<file path="config.mk">
export PLATFORM = sky130hd
export DESIGN_NAME = alu_16_bit_flat
export DESIGN_NICKNAME = d
export VERILOG_FILES = /design/src/rtl/alu_16_bit_if.sv /design/src/rtl/alu_16_bit.sv /design/src/flat_wrapper.sv
export SDC_FILE = /design/constraint.sdc
export NUM_CORES = 1
export LEC_CHECK = 0
export CORE_MARGIN = 1
export CORE_UTILIZATION = 40
export DETAILED_ROUTE_END_ITERATION = 7
export MAX_ROUTING_LAYER = met4
export SLEW_MARGIN = 10
export SYNTH_ARGS = -nofsm -noshare
export SYNTH_HDL_FRONTEND = slang
export SYNTH_SLANG_ARGS = --single-unit
</file>
<file path="constraint.sdc">
create_clock -name clk -period 0.8 [get_ports clk]
set_input_delay 0.16 -clock clk [delete_from_list [all_inputs] [get_ports clk]]
set_output_delay 0.16 -clock clk [all_outputs]
set_load 0.01 [all_outputs]
</file>
<file path="src/rtl/alu_16_bit_if.sv">
// alu_16_bit_if: operand/result bus for the execute-stage ALU.
//   master (ALU control / testbench) drives en, a, b, alu_op and reads
//   res, zero_bit; slave (alu_16_bit) does the reverse.
//   en       - capture enable; 0 holds the ALU outputs
//   a, b     - operands (b low bits double as the shift amount)
//   alu_op   - 4-bit operation select
//   res      - registered result
//   zero_bit - registered branch/zero flag
interface alu_16_bit_if #(
  parameter int WIDTH = 16
);
  logic             en;
  logic [WIDTH-1:0] a;
  logic [WIDTH-1:0] b;
  logic [3:0]       alu_op;
  logic [WIDTH-1:0] res;
  logic             zero_bit;

  modport master (output en, a, b, alu_op, input res, zero_bit);
  modport slave  (input en, a, b, alu_op, output res, zero_bit);
endinterface

</file>
<file path="src/rtl/alu_16_bit.sv">
// alu_16_bit: registered integer ALU for the execute stage of a 16-bit
// MIPS-style datapath. Operands and opcode are sampled on the rising edge
// when en=1; res and zero_bit are valid one cycle later and hold when en=0.
// Ports:
//   clk   - rising-edge clock
//   rst_n - asynchronous active-low reset (res=0, zero_bit=1)
//   bus   - alu_16_bit_if.slave (en, a, b, alu_op in; res, zero_bit out)
// Optional feature macro: ALU_EXT_OPS_EN enables the alu_op[3]=1 codes
// (xor, nor, sra, sltu, lui). Without it every alu_op[3]=1 code gives
// res=0, zero_bit=1.
module alu_16_bit #(
  parameter int WIDTH = 16
) (
  input  logic         clk,
  input  logic         rst_n,
  alu_16_bit_if.slave  bus
);
  localparam int SHW = $clog2(WIDTH);

  logic [WIDTH-1:0] res_d, res_q;
  logic             zero_d, zero_q;
  logic [SHW-1:0]   shamt;
  logic             slt_bit;
`ifdef ALU_EXT_OPS_EN
  logic signed [WIDTH-1:0] sra_v;
`endif

  // Upper bits of b are ignored for shifts, so amounts >= WIDTH wrap.
  assign shamt   = bus.b[SHW-1:0];
  assign slt_bit = $signed(bus.a) < $signed(bus.b);
`ifdef ALU_EXT_OPS_EN
  assign sra_v   = $signed(bus.a) >>> shamt;
`endif

  always_comb begin
    res_d  = '0;
    zero_d = 1'b1;
    if (!bus.alu_op[3]) begin
      unique case (bus.alu_op[2:0])
        3'b000: res_d = bus.a + bus.b;
        3'b001: res_d = bus.a & bus.b;
        3'b010: res_d = bus.a | bus.b;
        3'b011: res_d = WIDTH'(slt_bit);
        3'b100: res_d = bus.a - bus.b;
        3'b101: res_d = bus.a << shamt;
        3'b110: res_d = bus.a >> shamt;
        default: res_d = bus.a - bus.b;
      endcase
      // bne inverts the flag so it reads directly as "branch taken".
      zero_d = (bus.alu_op[2:0] == 3'b111) ? (res_d != '0) : (res_d == '0);
    end else begin
`ifdef ALU_EXT_OPS_EN
      unique case (bus.alu_op[2:0])
        3'b000:  res_d = bus.a ^ bus.b;
        3'b001:  res_d = ~(bus.a | bus.b);
        3'b010:  res_d = sra_v;
        3'b011:  res_d = WIDTH'(bus.a < bus.b);
        3'b100:  res_d = bus.b << 8;
        default: res_d = '0;
      endcase
      zero_d = (res_d == '0);
`else
      res_d  = '0;
      zero_d = 1'b1;
`endif
    end
  end

  always_ff @(posedge clk or negedge rst_n) begin
    if (!rst_n) begin
      res_q  <= '0;
      zero_q <= 1'b1;
    end else if (bus.en) begin
      res_q  <= res_d;
      zero_q <= zero_d;
    end
  end

  assign bus.res      = res_q;
  assign bus.zero_bit = zero_q;
endmodule

</file>
<file path="src/flat_wrapper.sv">
// flat-port wrapper written by rule: the top's interface ports become plain ports
module alu_16_bit_flat 
#(
  parameter int WIDTH = 16
)
  (clk, rst_n, bus_en, bus_a, bus_b, bus_alu_op, bus_res, bus_zero_bit);
  alu_16_bit_if #(.WIDTH(WIDTH)) bus_i ();
  input  logic clk;
  input  logic rst_n;
  input wire logic [$bits(bus_i.en)-1:0] bus_en;
  input wire logic [$bits(bus_i.a)-1:0] bus_a;
  input wire logic [$bits(bus_i.b)-1:0] bus_b;
  input wire logic [$bits(bus_i.alu_op)-1:0] bus_alu_op;
  output wire logic [$bits(bus_i.res)-1:0] bus_res;
  output wire logic [$bits(bus_i.zero_bit)-1:0] bus_zero_bit;
  assign bus_i.en = bus_en;
  assign bus_i.a = bus_a;
  assign bus_i.b = bus_b;
  assign bus_i.alu_op = bus_alu_op;
  assign bus_res = bus_i.res;
  assign bus_zero_bit = bus_i.zero_bit;
  alu_16_bit #(.WIDTH(WIDTH)) u_core (.clk(clk), .rst_n(rst_n), .bus(bus_i));
endmodule
</file>
==> Word level (Yosys, flattened, before mapping) <==
Cells that the tools add are included.
{ "op_classes": {"addsub": 2, "order_cmp": 1, "n_eq_ne": 6, "n_shift": 2, "n_mux": 5, "n_bitwise": 2, "n_reduce_logical": 3} }
{ "ops": {"columns": ["op", "count"], "rows": [
  ["16-bit one-hot mux with 6 select lines", 1],
  ["16-bit 2-to-1 mux", 2],
  ["16-bit adder", 1],
  ["16-bit bitwise AND", 1],
  ["16-bit logical NOT", 1],
  ["16-bit less-than comparator", 1],
  ["16-bit bitwise OR", 1],
  ["16-bit nonzero test", 1],
  ["16-bit by 4-bit << shifter with 16-bit output", 1],
  ["16-bit by 4-bit right shift with 16-bit output", 1],
  ["16-bit subtractor", 1],
  ["3-bit == test (second input constant)", 3],
  ["3-bit by 2-bit == test with 1-bit output (second input constant)", 2],
  ["3-bit by 1-bit == test with 1-bit output (second input constant)", 1],
  ["3-bit logical NOT", 1],
  ["1-bit 2-to-1 mux", 2]
]} }
{ "totals": {"reg_bits": 17, "input_bits": 39} }

==> Depth between registers and ports, before layout <==
{ "depth": {"ltp_word": 6, "ltp_mapped": 15, "mapped_depth_nobuf": 14} }

==> Worst setup path before layout <==
No wires, ideal clock.
{ "synth_timing": {"kind": "input-to-reg", "from": "input bus_b[1]", "to": "register u_core.zero_q (netlist: u_core.bus.zero_bit)", "arrival_time_ns": 3.546, "required_time_ns": 0.723, "slack_ns": -2.823, "stages": 14, "path_buffers": 3, "cell_sequence": "buf_6 -> buf_4 -> buf_2 -> inv_2 -> ha_1 -> o21ba_2 -> nor4_1 -> o211ai_1 -> o311ai_1 -> o311ai_0 -> or3_1 -> or4_1 -> or3_1 -> a31oi_1"} }
{ "synth_via": {"elab_chain_cells": 6} }
{ "synth_lines": {"columns": ["element", "line_no", "rtl"], "rows": [
  ["start, declared", "flat_wrapper.sv:12", "input wire logic [$bits(bus_i.b)-1:0] bus_b;"],
  ["16-bit subtractor (tied with other cells)", "alu_16_bit.sv:44, alu_16_bit.sv:47", null],
  ["16-bit one-hot mux with 6 select lines *", "alu_16_bit.sv:39", "unique case (bus.alu_op[2:0])"],
  ["16-bit 2-to-1 mux *", "alu_16_bit.sv:38", "if (!bus.alu_op[3]) begin"],
  ["16-bit logical NOT or 16-bit nonzero test (tied branches)", "alu_16_bit.sv:50", "zero_d = (bus.alu_op[2:0] == 3'b111) ? (res_d != '0) : (res_d == '0);"],
  ["1-bit 2-to-1 mux *", "alu_16_bit.sv:50", null],
  ["1-bit 2-to-1 mux *", "alu_16_bit.sv:38", null],
  ["end signal, assigned", "alu_16_bit.sv:75", "zero_q <= zero_d;"],
  ["end, declared", "alu_16_bit.sv:21", "logic zero_d, zero_q;"]
]} }
Mark *: on every way between the ends. The rest lies on a longest branch, timed or not. The select of a mux whose other input is x is not followed.
A chain may end at the register's enable or synchronous reset.

==> Final worst setup path <==
{ "layout_timing": {"from": "input bus_b[0]", "to": "register u_core.zero_q (netlist: u_core.bus.zero_bit)"} }
The elaborated chain is that of the path after synthesis.

==> flow_summary.toml <==
[final_layout]
final_area_um2 = 9350
antennaDiodeCount = 0
drive_above_1_share_pct = 58.3
final_cells = 1151
fin_util_pct = 80.1
syn_to_final_growth_pct = 91.4
fin_nets = 1101

[logic_synthesis]
netlist_area_um2 = 4880
yosysTopAreaCellShare_pct = 13.1
ys_seq_elements = 17
synthFlopType = "dfrtp_1"
synthSimpleGateAreaFrac_pct = 22.1
yosysMostFrequentCell = "nor2_1"
postSynthAreaPerCell_um2 = 7.55
synth_edf_count = 0
yosys.area.top_type = "ha_1"
synth_area_leaders = "ha_1, dfrtp_1, mux4_2"
syn_nets = 739
synthCells = 647
synth-compound-area-share_pct = 31.9
synth_top_family_by_area = "compound AO/OA/AOI/OAI gates"
synth_fa_ha_area_share_pct = 13.9
synthDistinctLibCells = 79
yosysSeqAreaShare_pct = 8.74
async_flop_share_pct = 100
synth_mux_area_share_pct = 14.1
yosys.area_share.xor_xnor_pct = 1.08
synthTopCellsByCount = "nor2_1, ha_1, inv_1"
ys_warn_count = 0

[clock_tree]
clk_pin_slew_worst_paths_ns = 0.05
cts_sinks = 17
cts_buffers = 3
cts_root_buf = "clkbuf_16"
cts_tree = "done"
clock_latency_ns = 0.25
cts_hold_buf = 0
clk_path_buf_depth = 2
htree_levels = 1

[critical_path]
critPathMaxFanout = 3
criticalPathCategory = "primary input to flop"
end_kind = "flop"
start_kind = "primary input"
crit_arrival_ns = 3.22
crit_required_ns = 0.97

[status]
violations = "setup timing"
status = "complete, but fails checks"

[place]
placed_area_um2 = 7670
gp_congestion = 1.06
dp_hpwl_um = 19800
dp_cells = 1083
io_buffers = 55

[global_route]
grt_pass1_vias = 7210
overflow = 0
grt_pass1_wl_um = 39900
grt_usage_pct = 42.3
grt_max_degree = 37
antenna_found_initial = 0

[power_and_ir_drop]
switching_share_pct = 42.0
ir_drop_v = 0.000993
power_density_nw_per_um2 = 981
clockPowerShare_pct = 11.2
intPower_mw = 5.32
p_total_mw = 9.17
p_leak_nw = 4.22
switchingPower_mw = 3.85
combPwrFrac_pct = 77.6
seqPwrFrac_pct = 11.2

[route]
firstDrtPassIters = 5
ant_nets = 0
wl_per_cell_um = 23.2
vias_per_cell = 6.16
drc = 0
wl_um = 26700
route.vias.total = 7092
drtIter0Drc = 743

[timing]
worst_slew_pin_slew_ns = 0.613
setup_violations = 34
rsz0062_at_grt = "true"
setup_slack_ns = -2.25
hold_violations = 0
skew_ns = 0
fin_crit_sh_pct = 381
min_period_ns = 3.05
slew_headroom_pct = 58.9
max_clock_freq_mhz = 328
slew_viol_final = 0

[floorplanning]
io_pins = 56
chipHeight_um = 112
coreArea_um2 = 11700
initial_core_util_pct = 41.9
rows = 39
die-area_um2 = 12700
fp.dieW_um = 112

[hold_path]
hold_class = "primary input to async pin"

[flow_run]
cap_viol_max_count = 0
## routing by layer
layer	track usage (%)	part of all wire [%]	vias to the layer above	wire length [um]
li1	-	-	3174	-
met1	51.5	39	3417	10400
met2	68.0	47	383	12400
met3	6.37	8.3	118	2210
met4	21.7	5.9	0	1570
met5	-	0	-	0
## through the flow
stage	hold slack, ns	setup TNS [ns]	setup WS, ns
4_1_cts	0.286	-26.88	-2.18
5_1_grt	0.315	-28.89	-2.34
2_1_floorplan	-0.136	-23.85	-2.39
6_report	0.299	-27.55	-2.25
3_3_place_gp	0.474	-41.78	-3.06
3_5_place_dp	0.485	-42.48	-3.15
## logic make-up after synthesis
logic type                 after synthesis
AOI/OAI and AO/OA                      216
xor gates and xnor gates                 6
adders and majority gates               53
buffers and inverters                   95
DFF                                     17
muxes                                   47
and+or+nand+nor                        213
## power groups by stage
| stage | Combinational, mW | Sequential [mW] | Clock (mW) |
|---|---|---|---|
| 3_3_place_gp | 5.28 | 1.03 | 0 |
| 5_1_grt | 7.44 | 1.04 | 1.07 |
| 6_report | 7.12 | 1.03 | 1.02 |
| 2_1_floorplan | 2.39 | 1.08 | 0 |
| 4_1_cts | 6.51 | 1.03 | 1.02 |
| 3_5_place_dp | 5.36 | 1.04 | 0 |
## worst max-delay path, stage by stage
cell and delay (ns):
buf_12 0.12, ha_4 0.16, fa_2 0.40, a211oi_4 0.29, o21bai_1 0.13, a211o_1 0.37
buf_6 0.16, mux2i_1 0.12, nor4_2 0.24, buf_4 0.16, o211a_1 0.15, and4_1 0.16
nand3_1 0.08, or3_1 0.38, a31oi_1 0.15
## path summary, 6_finish.rpt
| kind | from | to | slack (ns) | cells after the start |
|---|---|---|---|---|
| worst max-delay path | bus_b[0] | u_core.bus.zero_bit$_DFFE_PN1P_ | -2.25 | 15 |
| worst min-delay path | rst_n | u_core.bus.res[13]$_DFFE_PN0P_ | 0.30 | 2 |
| worst max register to register | u_core.bus.res[3]$_DFFE_PN0P_ | u_core.bus.res[3]$_DFFE_PN0P_ | -0.06 | 2 |
| worst min register to register | u_core.bus.res[11]$_DFFE_PN0P_ | u_core.bus.res[11]$_DFFE_PN0P_ | 0.50 | 1 |
| max in group asynchronous | rst_n | u_core.bus.res[15]$_DFFE_PN0P_ | 0.35 | 2 |
| min in group clk | u_core.bus.res[11]$_DFFE_PN0P_ | u_core.bus.res[11]$_DFFE_PN0P_ | 0.50 | 1 |
## repair_timing
item	CTS	global route
gates resized for setup	398	55
endpoints found under the setup margin	34	34
cloned	2	0
pin swaps	84	28
setup buffers	46	19
## layout by cell type, fill, tap and decap left out, types with 20 or more instances in the layout
cell / count
buf_4: 303
nand2_1: 36
ha_1: 24
ha_4: 20
inv_1: 22
inv_2: 21
nor2_1: 60
buf_2: 23
buf_6: 46
a21oi_1: 31
## flip-flops by register name, summed over array words and instances (netlist names)
register and cells:
u_core.bus.res 16, u_core.bus.zero_bit 1
## cell type report
class,count,area (um^2)
clock buffers,4,78.8
fillers,756,2320
inverters,50,210
multi-input cells,535,5140
flip-flops and latches,17,427
well taps,143,179
repair buffers,402,3310
No activity file was read; power rests on OpenSTA's default activity.
